$ cat config.mk
export PLATFORM = sky130hd
export DESIGN_NAME = dp_issue
export DESIGN_NICKNAME = d
export VERILOG_FILES = /design/src/rtl/dp_issue_pkg.sv /design/src/rtl/dp_issue_cond_check.sv /design/src/rtl/dp_issue.sv
export SDC_FILE = /design/constraint.sdc
export NUM_CORES = 1
export LEC_CHECK = 0
export ABC_AREA = 1
export CAP_MARGIN = 20
export CORE_UTILIZATION = 35
export DETAILED_ROUTE_END_ITERATION = 12
export PLACE_DENSITY_LB_ADDON = 0.05
export SYNTH_ARGS = -nofsm -noshare
export SYNTH_HDL_FRONTEND = slang
export SYNTH_SLANG_ARGS = --single-unit
$ cat constraint.sdc
create_clock -name clk -period 2.9 [get_ports clk]
set_input_delay 0.58 -clock clk [delete_from_list [all_inputs] [get_ports clk]]
set_output_delay 0.58 -clock clk [all_outputs]
set_load 0.02 [all_outputs]
$ cat src/rtl/dp_issue_pkg.sv
// dp_issue_pkg: shared definitions for the dp_issue sequencer.
//   - state_e      : sequencer states (IDLE, READ, SETUP, FIRE, WB)
//   - field bounds : bit positions of the A32 data-processing word
//   - Cond*        : condition code constants
//   - Op*          : data-processing opcode constants
//   - writes_pc()  : true when the word targets r15
package dp_issue_pkg;

    typedef enum logic [2:0] {
        StIdle  = 3'd0,
        StRead  = 3'd1,
        StSetup = 3'd2,
        StFire  = 3'd3,
        StWb    = 3'd4
    } state_e;

    // Instruction field bit positions
    localparam int unsigned CondMsb  = 31;
    localparam int unsigned CondLsb  = 28;
    localparam int unsigned ImmBit   = 25;
    localparam int unsigned OpMsb    = 24;
    localparam int unsigned OpLsb    = 21;
    localparam int unsigned SBit     = 20;
    localparam int unsigned RnLsb    = 16;
    localparam int unsigned RdMsb    = 15;
    localparam int unsigned RdLsb    = 12;
    localparam int unsigned Imm12Msb = 11;
    localparam int unsigned ShMsb    = 11;
    localparam int unsigned ShLsb    = 7;
    localparam int unsigned StypeMsb = 6;
    localparam int unsigned StypeLsb = 5;
    localparam int unsigned RmLsb    = 0;

    // Condition codes
    localparam logic [3:0] CondEq = 4'h0;
    localparam logic [3:0] CondNe = 4'h1;
    localparam logic [3:0] CondCs = 4'h2;
    localparam logic [3:0] CondCc = 4'h3;
    localparam logic [3:0] CondMi = 4'h4;
    localparam logic [3:0] CondPl = 4'h5;
    localparam logic [3:0] CondVs = 4'h6;
    localparam logic [3:0] CondVc = 4'h7;
    localparam logic [3:0] CondHi = 4'h8;
    localparam logic [3:0] CondLs = 4'h9;
    localparam logic [3:0] CondGe = 4'ha;
    localparam logic [3:0] CondLt = 4'hb;
    localparam logic [3:0] CondGt = 4'hc;
    localparam logic [3:0] CondLe = 4'hd;
    localparam logic [3:0] CondAl = 4'he;
    localparam logic [3:0] CondNv = 4'hf;

    // Data-processing opcodes
    localparam logic [3:0] OpAnd = 4'h0;
    localparam logic [3:0] OpEor = 4'h1;
    localparam logic [3:0] OpSub = 4'h2;
    localparam logic [3:0] OpRsb = 4'h3;
    localparam logic [3:0] OpAdd = 4'h4;
    localparam logic [3:0] OpAdc = 4'h5;
    localparam logic [3:0] OpSbc = 4'h6;
    localparam logic [3:0] OpRsc = 4'h7;
    localparam logic [3:0] OpTst = 4'h8;
    localparam logic [3:0] OpTeq = 4'h9;
    localparam logic [3:0] OpCmp = 4'ha;
    localparam logic [3:0] OpCmn = 4'hb;
    localparam logic [3:0] OpOrr = 4'hc;
    localparam logic [3:0] OpMov = 4'hd;
    localparam logic [3:0] OpBic = 4'he;
    localparam logic [3:0] OpMvn = 4'hf;

    localparam logic [3:0] RegPc = 4'hf;

    function automatic logic writes_pc(input logic [31:0] word);
        return word[RdMsb:RdLsb] == RegPc;
    endfunction

endpackage

$ cat src/rtl/dp_issue_cond_check.sv
// dp_issue_cond_check: combinational condition-code evaluation.
//   cond  in  4  condition field of the instruction
//   carry in  1  C flag
//   zero  in  1  Z flag
//   neg   in  1  N flag
//   pass  out 1  instruction should execute
// There is no V flag here, so every V-dependent code and NV fail.
module dp_issue_cond_check
    import dp_issue_pkg::*;
(
    input  logic [3:0] cond,
    input  logic       carry,
    input  logic       zero,
    input  logic       neg,
    output logic       pass
);

    always_comb begin
        pass = 1'b0;
        case (cond)
            CondEq:  pass = zero;
            CondNe:  pass = !zero;
            CondCs:  pass = carry;
            CondCc:  pass = !carry;
            CondMi:  pass = neg;
            CondPl:  pass = !neg;
            CondHi:  pass = carry && !zero;
            CondLs:  pass = !carry || zero;
            CondAl:  pass = 1'b1;
            default: pass = 1'b0;
        endcase
    end

endmodule

$ cat src/rtl/dp_issue.sv
// dp_issue: issue/writeback sequencer for data-processing ops.
// Build option: COND_EXEC_EN enables condition-code evaluation in READ; without it every
// instruction executes and cond_skip is tied low.
// Ports:
//   clk, rst (async, active-low)
//   instr_valid/instr_ready/instr     : instruction handshake
//   rf_raddr_n/m, rf_rdata_n/m        : register-file read (combinational)
//   en_inst                           : one-cycle execute strobe
//   imm, s, opcode, rn_val, rm_val,
//   imm_operand, imm_shift, stype     : decoded fields and latched operands
//   carry_flag, zero_flag, neg_flag   : architectural flags fed back to the unit
//   alu_rd, alu_carry/zero/neg        : execute unit results
//   rf_we, rf_waddr, rf_wdata         : writeback port
//   retire, cond_skip                 : completion pulse and not-executed qualifier
module dp_issue
    import dp_issue_pkg::*;
#(
    parameter int unsigned RF_AW = 4,
    parameter int unsigned DW    = 32
) (
    input  logic             clk,
    input  logic             rst,
    input  logic             instr_valid,
    output logic             instr_ready,
    input  logic [31:0]      instr,
    output logic [RF_AW-1:0] rf_raddr_n,
    output logic [RF_AW-1:0] rf_raddr_m,
    input  logic [DW-1:0]    rf_rdata_n,
    input  logic [DW-1:0]    rf_rdata_m,
    output logic             en_inst,
    output logic             imm,
    output logic             s,
    output logic [3:0]       opcode,
    output logic [DW-1:0]    rn_val,
    output logic [DW-1:0]    rm_val,
    output logic [11:0]      imm_operand,
    output logic [4:0]       imm_shift,
    output logic [1:0]       stype,
    output logic             carry_flag,
    output logic             zero_flag,
    output logic             neg_flag,
    input  logic [DW-1:0]    alu_rd,
    input  logic             alu_carry,
    input  logic             alu_zero,
    input  logic             alu_neg,
    output logic             rf_we,
    output logic [RF_AW-1:0] rf_waddr,
    output logic [DW-1:0]    rf_wdata,
    output logic             retire,
    output logic             cond_skip
);

    state_e          state_q, state_d;
    logic [31:0]     instr_q;
    logic [DW-1:0]   rn_val_q, rm_val_q;
    logic            carry_q, zero_q, neg_q;
    logic            cond_pass;
    logic            skip_pulse;

`ifdef COND_EXEC_EN
    logic skip_q;

    dp_issue_cond_check u_cond_check (
        .cond  (instr_q[CondMsb:CondLsb]),
        .carry (carry_q),
        .zero  (zero_q),
        .neg   (neg_q),
        .pass  (cond_pass)
    );

    // Failed condition retires straight from READ as a one-cycle skip pulse.
    always_ff @(posedge clk or negedge rst) begin
        if (!rst) begin
            skip_q <= 1'b0;
        end else begin
            skip_q <= (state_q == StRead) && !cond_pass;
        end
    end

    assign skip_pulse = skip_q;
`else
    logic unused_cond;

    assign cond_pass   = 1'b1;
    assign skip_pulse  = 1'b0;
    assign unused_cond = ^instr_q[CondMsb:CondLsb];
`endif

    always_comb begin
        state_d = state_q;
        unique case (state_q)
            StIdle:  if (instr_valid) state_d = StRead;
            StRead:  state_d = cond_pass ? StSetup : StIdle;
            StSetup: state_d = StFire;
            StFire:  state_d = StWb;
            StWb:    state_d = StIdle;
            default: state_d = StIdle;
        endcase
    end

    always_ff @(posedge clk or negedge rst) begin
        if (!rst) begin
            state_q  <= StIdle;
            instr_q  <= '0;
            rn_val_q <= '0;
            rm_val_q <= '0;
            carry_q  <= 1'b0;
            zero_q   <= 1'b0;
            neg_q    <= 1'b0;
        end else begin
            state_q <= state_d;
            if (state_q == StIdle && instr_valid) begin
                instr_q <= instr;
            end
            // Operands are captured before WB, so Rd aliasing Rn/Rm is harmless.
            if (state_q == StRead) begin
                rn_val_q <= rf_rdata_n;
                rm_val_q <= rf_rdata_m;
            end
            // The unit already holds the old flags when S=0.
            if (state_q == StWb) begin
                carry_q <= alu_carry;
                zero_q  <= alu_zero;
                neg_q   <= alu_neg;
            end
        end
    end

    // Outputs are decoded straight from registered state and fields.
    assign instr_ready = (state_q == StIdle);
    assign rf_raddr_n  = (state_q == StRead) ? instr_q[RnLsb +: RF_AW] : '0;
    assign rf_raddr_m  = (state_q == StRead) ? instr_q[RmLsb +: RF_AW] : '0;
    assign en_inst     = (state_q == StFire);

    assign imm         = instr_q[ImmBit];
    assign s           = instr_q[SBit];
    assign opcode      = instr_q[OpMsb:OpLsb];
    assign imm_operand = instr_q[Imm12Msb:0];
    assign imm_shift   = instr_q[ShMsb:ShLsb];
    assign stype       = instr_q[StypeMsb:StypeLsb];
    assign rn_val      = rn_val_q;
    assign rm_val      = rm_val_q;

    assign carry_flag  = carry_q;
    assign zero_flag   = zero_q;
    assign neg_flag    = neg_q;

    // r15 is never written here; the flags and retire still behave normally.
    assign rf_we       = (state_q == StWb) && !writes_pc(instr_q);
    assign rf_waddr    = (state_q == StWb) ? instr_q[RdLsb +: RF_AW] : '0;
    assign rf_wdata    = (state_q == StWb) ? alu_rd : '0;
    assign retire      = (state_q == StWb) || skip_pulse;
    assign cond_skip   = skip_pulse;

    logic unused_instr_bits;
    assign unused_instr_bits = ^{instr_q[27:26], instr_q[4]};

endmodule

=== Yosys cells after proc, flatten, opt, wreduce, memory -nomap -nowiden ===
Cells that the tools add are included.

* Equal/unequal tests: 6
* Reduce and logical (&&, ||, !) cells: 4
* Mux-type cells: 6

{| class="wikitable"
|+ Operators by type and width
! operator !! count
|-
| 32-bit 2-to-1 mux || 1
|-
| 4-bit 2-to-1 mux || 3
|-
| 3-bit case mux with 4 select lines || 1
|-
| 3-bit by 2-bit == test with 1-bit output, second input constant || 2
|-
| 4-bit == test, second input constant || 1
|-
| 3-bit by 1-bit == test with 1-bit output, second input constant || 1
|-
| 3-bit == test, second input constant || 1
|-
| 3-bit logical NOT || 1
|-
| 3-bit 2-to-1 mux || 1
|-
| 1-bit logical AND || 2
|-
| 2-bit inequality test, second input constant || 1
|-
| 1-bit logical NOT || 1
|}

* Register bits: 96
* Word-level logic and storage cells: 23
* Output and inout bits: 141
* Bits of input ports: 134

=== Longest topological paths before layout ===
Gate-level depths: netlist of the first run.

* Word-level depth: 3
* Gate-level depth with buffers: 6
* Depth with buffers taken out: 5

=== Worst setup path before layout of the first run ===
Ideal clock, no wire load.

* Kind: register to output
* Start point: register state_q[0]
* End point: output rf_we
* Arrival: 1.198 ns
* Stages on the path, launching flop included: 5
* Path buffers: 1
* Required time: 2.320 ns
* Setup slack: 1.122 ns
* Cell sequence: dfrtp_1 -> nor2_2 -> nand2_1 -> buf_2 -> a21oi_1

* Cells in the longest elaborated chain, start to end: 2

{| class="wikitable"
|+ RTL lines
! item !! RTL line !! RTL
|-
| start: declaration || dp_issue.sv:53 || <nowiki>state_e state_q, state_d;</nowiki>
|-
| start signal: assignment || dp_issue.sv:103 || <nowiki>state_q <= StIdle;</nowiki>
|-
| start signal: assignment || dp_issue.sv:111 || <nowiki>state_q <= state_d;</nowiki>
|-
| 3-bit == test || dp_issue.sv:149 || <nowiki>assign rf_we = (state_q == StWb) && !writes_pc(instr_q);</nowiki>
|-
| 1-bit logical AND || dp_issue.sv:149 ||
|-
| end: declaration || dp_issue.sv:46 || <nowiki>output logic rf_we,</nowiki>
|}

No other way between the ends.

=== Final worst setup path of the first run ===
Same ends and word-level chain as after synthesis.

==> impl_metrics.yaml, run 1 <==
cells_and_area:
  final_nets: 901
  synthToLayoutAreaGrowth_pct: 64.96
  drive_above_1_share_pct: 4.922
  antenna_cells: 0
die:
  rows: 40
  core_um2: 12160
  die-area_um2: 13110
  dieWidth_um: 114.5
  start_util_pct: 36.41
  ios: 275
  fp.dieH_um: 114.5
grt:
  grt_remaining_overflow: 0
  gr-usage-all-layers_pct: 18.52
  antenna_found_initial: 0
  grt_pass1_wl_um: 18680
  grt_max_degree: 115
  grt_pass1_vias: 3736
synthesis:
  ys_top_cells_by_count: "nand2_1 (119), inv_1 (110), dfrtp_1 (96)"
  syn_nets: 669
  synth_cell_types: 19
  synth_seq_cells: 96
  synth_warnings: 0
  synth_flop_cell: "dfrtp_1"
  synth_seq_area_share_pct: 54.25
  avgSynthCellArea_um2: 8.277
  synth_edf_count: 0
  synth_most_common_cell: "nand2_1"
  synth.area.top_cells: "dfrtp_1 (54%), nand2_1 (10%), inv_1 (9.3%), buf_4 (4.2%), nor2_1 (4.2%)"
  async_reset_ff_share_pct: 100.0
  synth.top_cell.area_share_pct: 54.25
  synth_largest_area_cell: "dfrtp_1"
  syn-cell-area_um2: 4428
  synth_cells: 535
min_path:
  hold_class: "in2async"
timing:
  slew_viol_final: 0
  fin_skew_ps: 5.348
  fin_ws_ps: 270.3
  period_needed_ps: 2630
  rsz0062_at_grt: "no"
  finalCritPeriodShare_pct: 90.68
  fmax_mhz: 380.3
  finalHoldViolCount: 0
  setup_tns_ps: 0
  setup_violations: 0
  max_slew_margin_pct: 34.94
  worst_slew_pin_slew_ps: 975.9
clock_network:
  cts-buffers-inserted: 9
  ctsResizeCount: 0
  post_cts_buffers: 0
  path_clk_slew_ps: 60
  insertion_delay_ps: 340
  cts_root_buf: "clkbuf_16"
  cts.sinks: 96
  htree_num_levels: 3
  postCtsHoldBufs: 0
  cts_buffer_depth: 2
  cts_tree: "yes"
place:
  gp_congestion: 0.7292
  dpl_worst_slack_ps: 501.9
  dpl.hpwl_um: 9164
  portBuffers: 267
power_and_ir_drop:
  pwr-share-comb_pct: 52.7
  p_per_area_nw_per_um2: 1031
  swShare_pct: 40.52
  peakVddDrop_v: 0.0005409
  leakage_uw: 0.003587
  p_seq_share_pct: 31.8
  clkPwrFrac_pct: 15.5
  p_int_uw: 4479
  p_sw_uw: 3051
critical_path:
  timing.rr.end: "rm_val[3]"
  r2r_setup_slack_ps: 940
  cp_max_fo: 41
  worstSetupStartpointType: "register"
  cp-end-kind: "primary output"
  r2r-start: "state_q[2]"
  worstSetupPathType: "reg2out"
  worstPathRequired_ps: 2320
  cp.arrival_ps: 2050
  r2r.worst_path.cells: 4
route:
  first_pass_iters: 4
  wirelength_um: 12250
  wl_per_cell_um: 13.04
  viasPerCell: 4.311
  drtAntennaViolNets: 0
  drtIter0Drc: 227
  drc_errors: 0
  vias: 4052
job:
  drv_cap: 0
status:
  status: "completed"
## kinds of logic (layout without fill, tap and decap cells)
| family | Yosys count | count (layout) | synth area share, % |
|---|---|---|---|
| buf+inv | 164 | 401 | 17.83 |
| flops | 96 | 96 | 54.25 |
| other cells | 1 | 1 | 0.08469 |
| simple gates | 209 | 209 | 20.49 |
| compound gates | 65 | 65 | 7.346 |
## placed cells by master, fill, tap and decap left out
master,n
buf_12,1
nor2_1,49
a21oi_1,1
conb_1,1
clkbuf_8,5
nand2_2,10
nor2_2,1
o21ai_1,30
clkinv_2,2
inv_2,1
nand3_4,2
clkbuf_16,9
nand4_1,26
nor3_1,2
inv_1,110
o21ai_0,34
dfrtp_1,96
clkdlybuf4s50_1,266
buf_4,7
nand2_1,119
## per-stage QoR
| step | power, µW | area (µm²) | utilization, % | instances | hold WS [ps] |
|---|---|---|---|---|---|
| finish | 7530 | 7305 | 60.06 | 940 | 245.9 |
| global route | 8045 | 7305 | 60.06 | 940 | 290.3 |
| CTS | 7633 | 7305 | 60.06 | 940 | 266.2 |
| detailed placement | 6429 | 7000 | 57.56 | 924 | 460.4 |
| global placement | 6331 | 7000 | 57.56 | 924 | 455.7 |
| floorplan | 4754 | 4428 | - | 535 | 284.4 |
## sequential cells by signal, summed over array words and instances (netlist names)
register / flops
rm_val: 32
instr_q: 26
rn_val: 32
zero_flag: 1
carry_flag: 1
state_q: 3
neg_flag: 1
## routing by layer
layer	track usage (%)	wire, µm
met3	7.676	1398
met2	31.07	5856
met1	21.20	4804
met5	0	0
met4	6.667	194
## worst max-delay path, stage by stage, from the launching register on
cell and delay (ps):
dfrtp_1 450, nor2_2 150, nand2_1 60, buf_4 250, a21oi_1 160, clkdlybuf4s50_1 640
## area by class of cell
class	instances	area, µm²
fillers	1118	4857
repair buffers	274	2735
flip-flops and latches	96	2402
multi-input cells	275	1236
inverters	111	416.7
clock buffers	14	294.0
well taps	168	210.2
clock inverters	2	10.01
## power groups by stage
stage | Clock (µW) | Sequential, µW | Combinational, µW
floorplan | 0 | 2950 | 1810
global placement | 0 | 2390 | 3950
detailed placement | 0 | 2420 | 4010
CTS | 1210 | 2410 | 4020
global route | 1260 | 2490 | 4300
finish | 1170 | 2400 | 3970
## worst max path at each step
stage                          start      endpoint  slack [ps]  cells after the start
after floorplan           state_q[0]         rf_we        1120                      4
after CTS                 state_q[0]         rf_we         240                      5
final                     state_q[0]         rf_we         270                      5
after detailed placement  alu_rd[21]  rf_wdata[21]         500                      4
after global placement     alu_rd[2]   rf_wdata[2]         520                      4
after global routing      state_q[0]         rf_we         100                      5
No activity file was read; power rests on OpenSTA's default activity.
==> run 2, diff against run 1 <==
--- a/config.mk
+++ b/config.mk
@@ -9,7 +9,7 @@
 export CAP_MARGIN = 20
 export CORE_UTILIZATION = 35
 export DETAILED_ROUTE_END_ITERATION = 12
-export PLACE_DENSITY_LB_ADDON = 0.05
+export PLACE_DENSITY_LB_ADDON = 0.12
 export SYNTH_ARGS = -nofsm -noshare
 export SYNTH_HDL_FRONTEND = slang
 export SYNTH_SLANG_ARGS = --single-unit
==> impl_metrics.yaml, run 2 (synthesis gave the netlist of run 1 again) <==
grt:
  grt_pass1_wl_um: 20270
  grt_remaining_overflow: 0
  grt_pass1_vias: 4013
  antenna_found_initial: 0
  gr-usage-all-layers_pct: 20.49
  grt_max_degree: 89
place:
  post_dp_cell_area_um2: 7008
  gp_congestion: 0.7287
  dp_cells: 925
  dpl_worst_slack_ps: 368.7
  portBuffers: 267
  dpl.hpwl_um: 10170
critical_path:
  worstSetupStartpointType: "register"
  max_stage_delay_ps: 650
  r2r.worst_path.cells: 4
  timing.rr.end: "rm_val[25]"
  r2r-start: "state_q[2]"
  cp-end-kind: "primary output"
  cp_max_fo: 41
  r2r_setup_slack_ps: 1220
  crit_buf_inv: 2
  worstPathRequired_ps: 2320
  cp_cell_sequence: "nor2_2 > nand2_1 > buf_4 > nor2_1 > clkdlybuf4s50_1"
  cp-startpoint: "state_q[0]"
  crit_family: "buffers and inverters"
  worstSetupPathType: "reg2out"
  cp.arrival_ps: 2150
  slowest_stage: "clkdlybuf4s50_1"
power_and_ir_drop:
  leakage_uw: 0.003584
  p_per_area_nw_per_um2: 1045
  peakVddDrop_v: 0.0005343
  power_uw: 7649
cells_and_area:
  final_nets: 902
  design_area_um2: 7318
  drive_above_1_share_pct: 4.669
  layout_commonest_cell: "clkdlybuf4s50_1"
  fin_cells: 939
  antenna_cells: 0
  synthToLayoutAreaGrowth_pct: 65.27
  nFillCells: 1080
  multi_input_area_um2: 1236
  mostFrequentLayoutCells: "clkdlybuf4s50_1 (266), nand2_1 (119), inv_1 (110), dfrtp_1 (96), nor2_1 (49)"
  seqCellArea_um2: 2402
timing:
  rsz0062_at_grt: "no"
  setup_violations: 0
  fin_skew_ps: 7.242
  max_slew_margin_pct: 51.11
  slew_viol_final: 0
  finalHoldViolCount: 0
  setup_tns_ps: 0
  period_needed_ps: 2735
  fmax_mhz: 365.7
  fin_ws_ps: 165.3
  finalCritPeriodShare_pct: 94.30
  worst_slew_pin_slew_ps: 733.3
route:
  wirelength_um: 13220
  first_pass_iters: 4
  wl_per_cell_um: 14.07
  vias: 4084
  drc_errors: 0
  drtIter0Drc: 186
  drtAntennaViolNets: 0
  viasPerCell: 4.349
min_path:
  hold_class: "in2async"
die:
  fp.dieH_um: 114.5
  rows: 40
  dieWidth_um: 114.5
  die-area_um2: 13110
  start_util_pct: 36.41
  core_um2: 12160
  ios: 275
clock_network:
  htree_num_levels: 3
  cts_buffer_depth: 2
  postCtsHoldBufs: 0
  path_clk_slew_ps: 60
  insertion_delay_ps: 340
  cts_root_buf: "clkbuf_16"
  cts.sinks: 96
  ctsResizeCount: 0
  cts_tree: "yes"
  cts-buffers-inserted: 9
  post_cts_buffers: 0
job:
  drv_cap: 0
status:
  status: "completed"
run 2: per-stage QoR:
stage | hold WS, ps | util (%)
2_1_floorplan | 284.4 | -
3_3_place_gp | 454.9 | 57.62
3_5_place_dp | 461.3 | 57.62
4_1_cts | 292.4 | 60.17
5_1_grt | 318.7 | 60.17
6_report | 266.1 | 60.17
run 2: report_power, final:
| group | total, µW | switching (µW) | internal (µW) |
|---|---|---|---|
| clock | 1250 | 485 | 770 |
| combinational | 3990 | 2200 | 1790 |
| sequential | 2410 | 407 | 2000 |
| total | 7650 | 3090 | 4560 |
run 2: layer usage:
metal | track usage (%) | vias up | routed length (µm)
li1 | - | 2043 | -
met1 | 20.81 | 1855 | 4789
met2 | 37.49 | 164 | 6767
met3 | 7.464 | 22 | 1305
met4 | 9.091 | 0 | 353
met5 | 0 | - | 0
run 2: final cells by class:
class	count	share of cell area (%)
multi-input cells	275	16.89
flip-flops and latches	96	32.83
inverters	111	5.693
well taps	168	2.872
repair buffers	275	37.48
clock buffers	11	3.317
clock inverters	3	0.9232
run 2: worst max-delay path by stage:
stage | cells past startpoint | endpoint | slack (ps)
after CTS | 5 | rf_wdata[10] | 130
final | 5 | rf_wdata[10] | 170
after floorplan | 4 | rf_we | 1120
after global placement | 4 | rf_wdata[10] | 380
after detailed placement | 4 | rf_wdata[10] | 370
after global routing | 5 | retire | 60
==> run 3, diff against run 2 <==
--- a/config.mk
+++ b/config.mk
@@ -9,6 +9,7 @@
 export CAP_MARGIN = 20
 export CORE_UTILIZATION = 35
 export DETAILED_ROUTE_END_ITERATION = 12
+export HOLD_SLACK_MARGIN = 0.12
 export PLACE_DENSITY_LB_ADDON = 0.12
 export SYNTH_ARGS = -nofsm -noshare
 export SYNTH_HDL_FRONTEND = slang
==> results of run 3 <==
No change in the layout: final DEF, timing and power equal those of run 2.
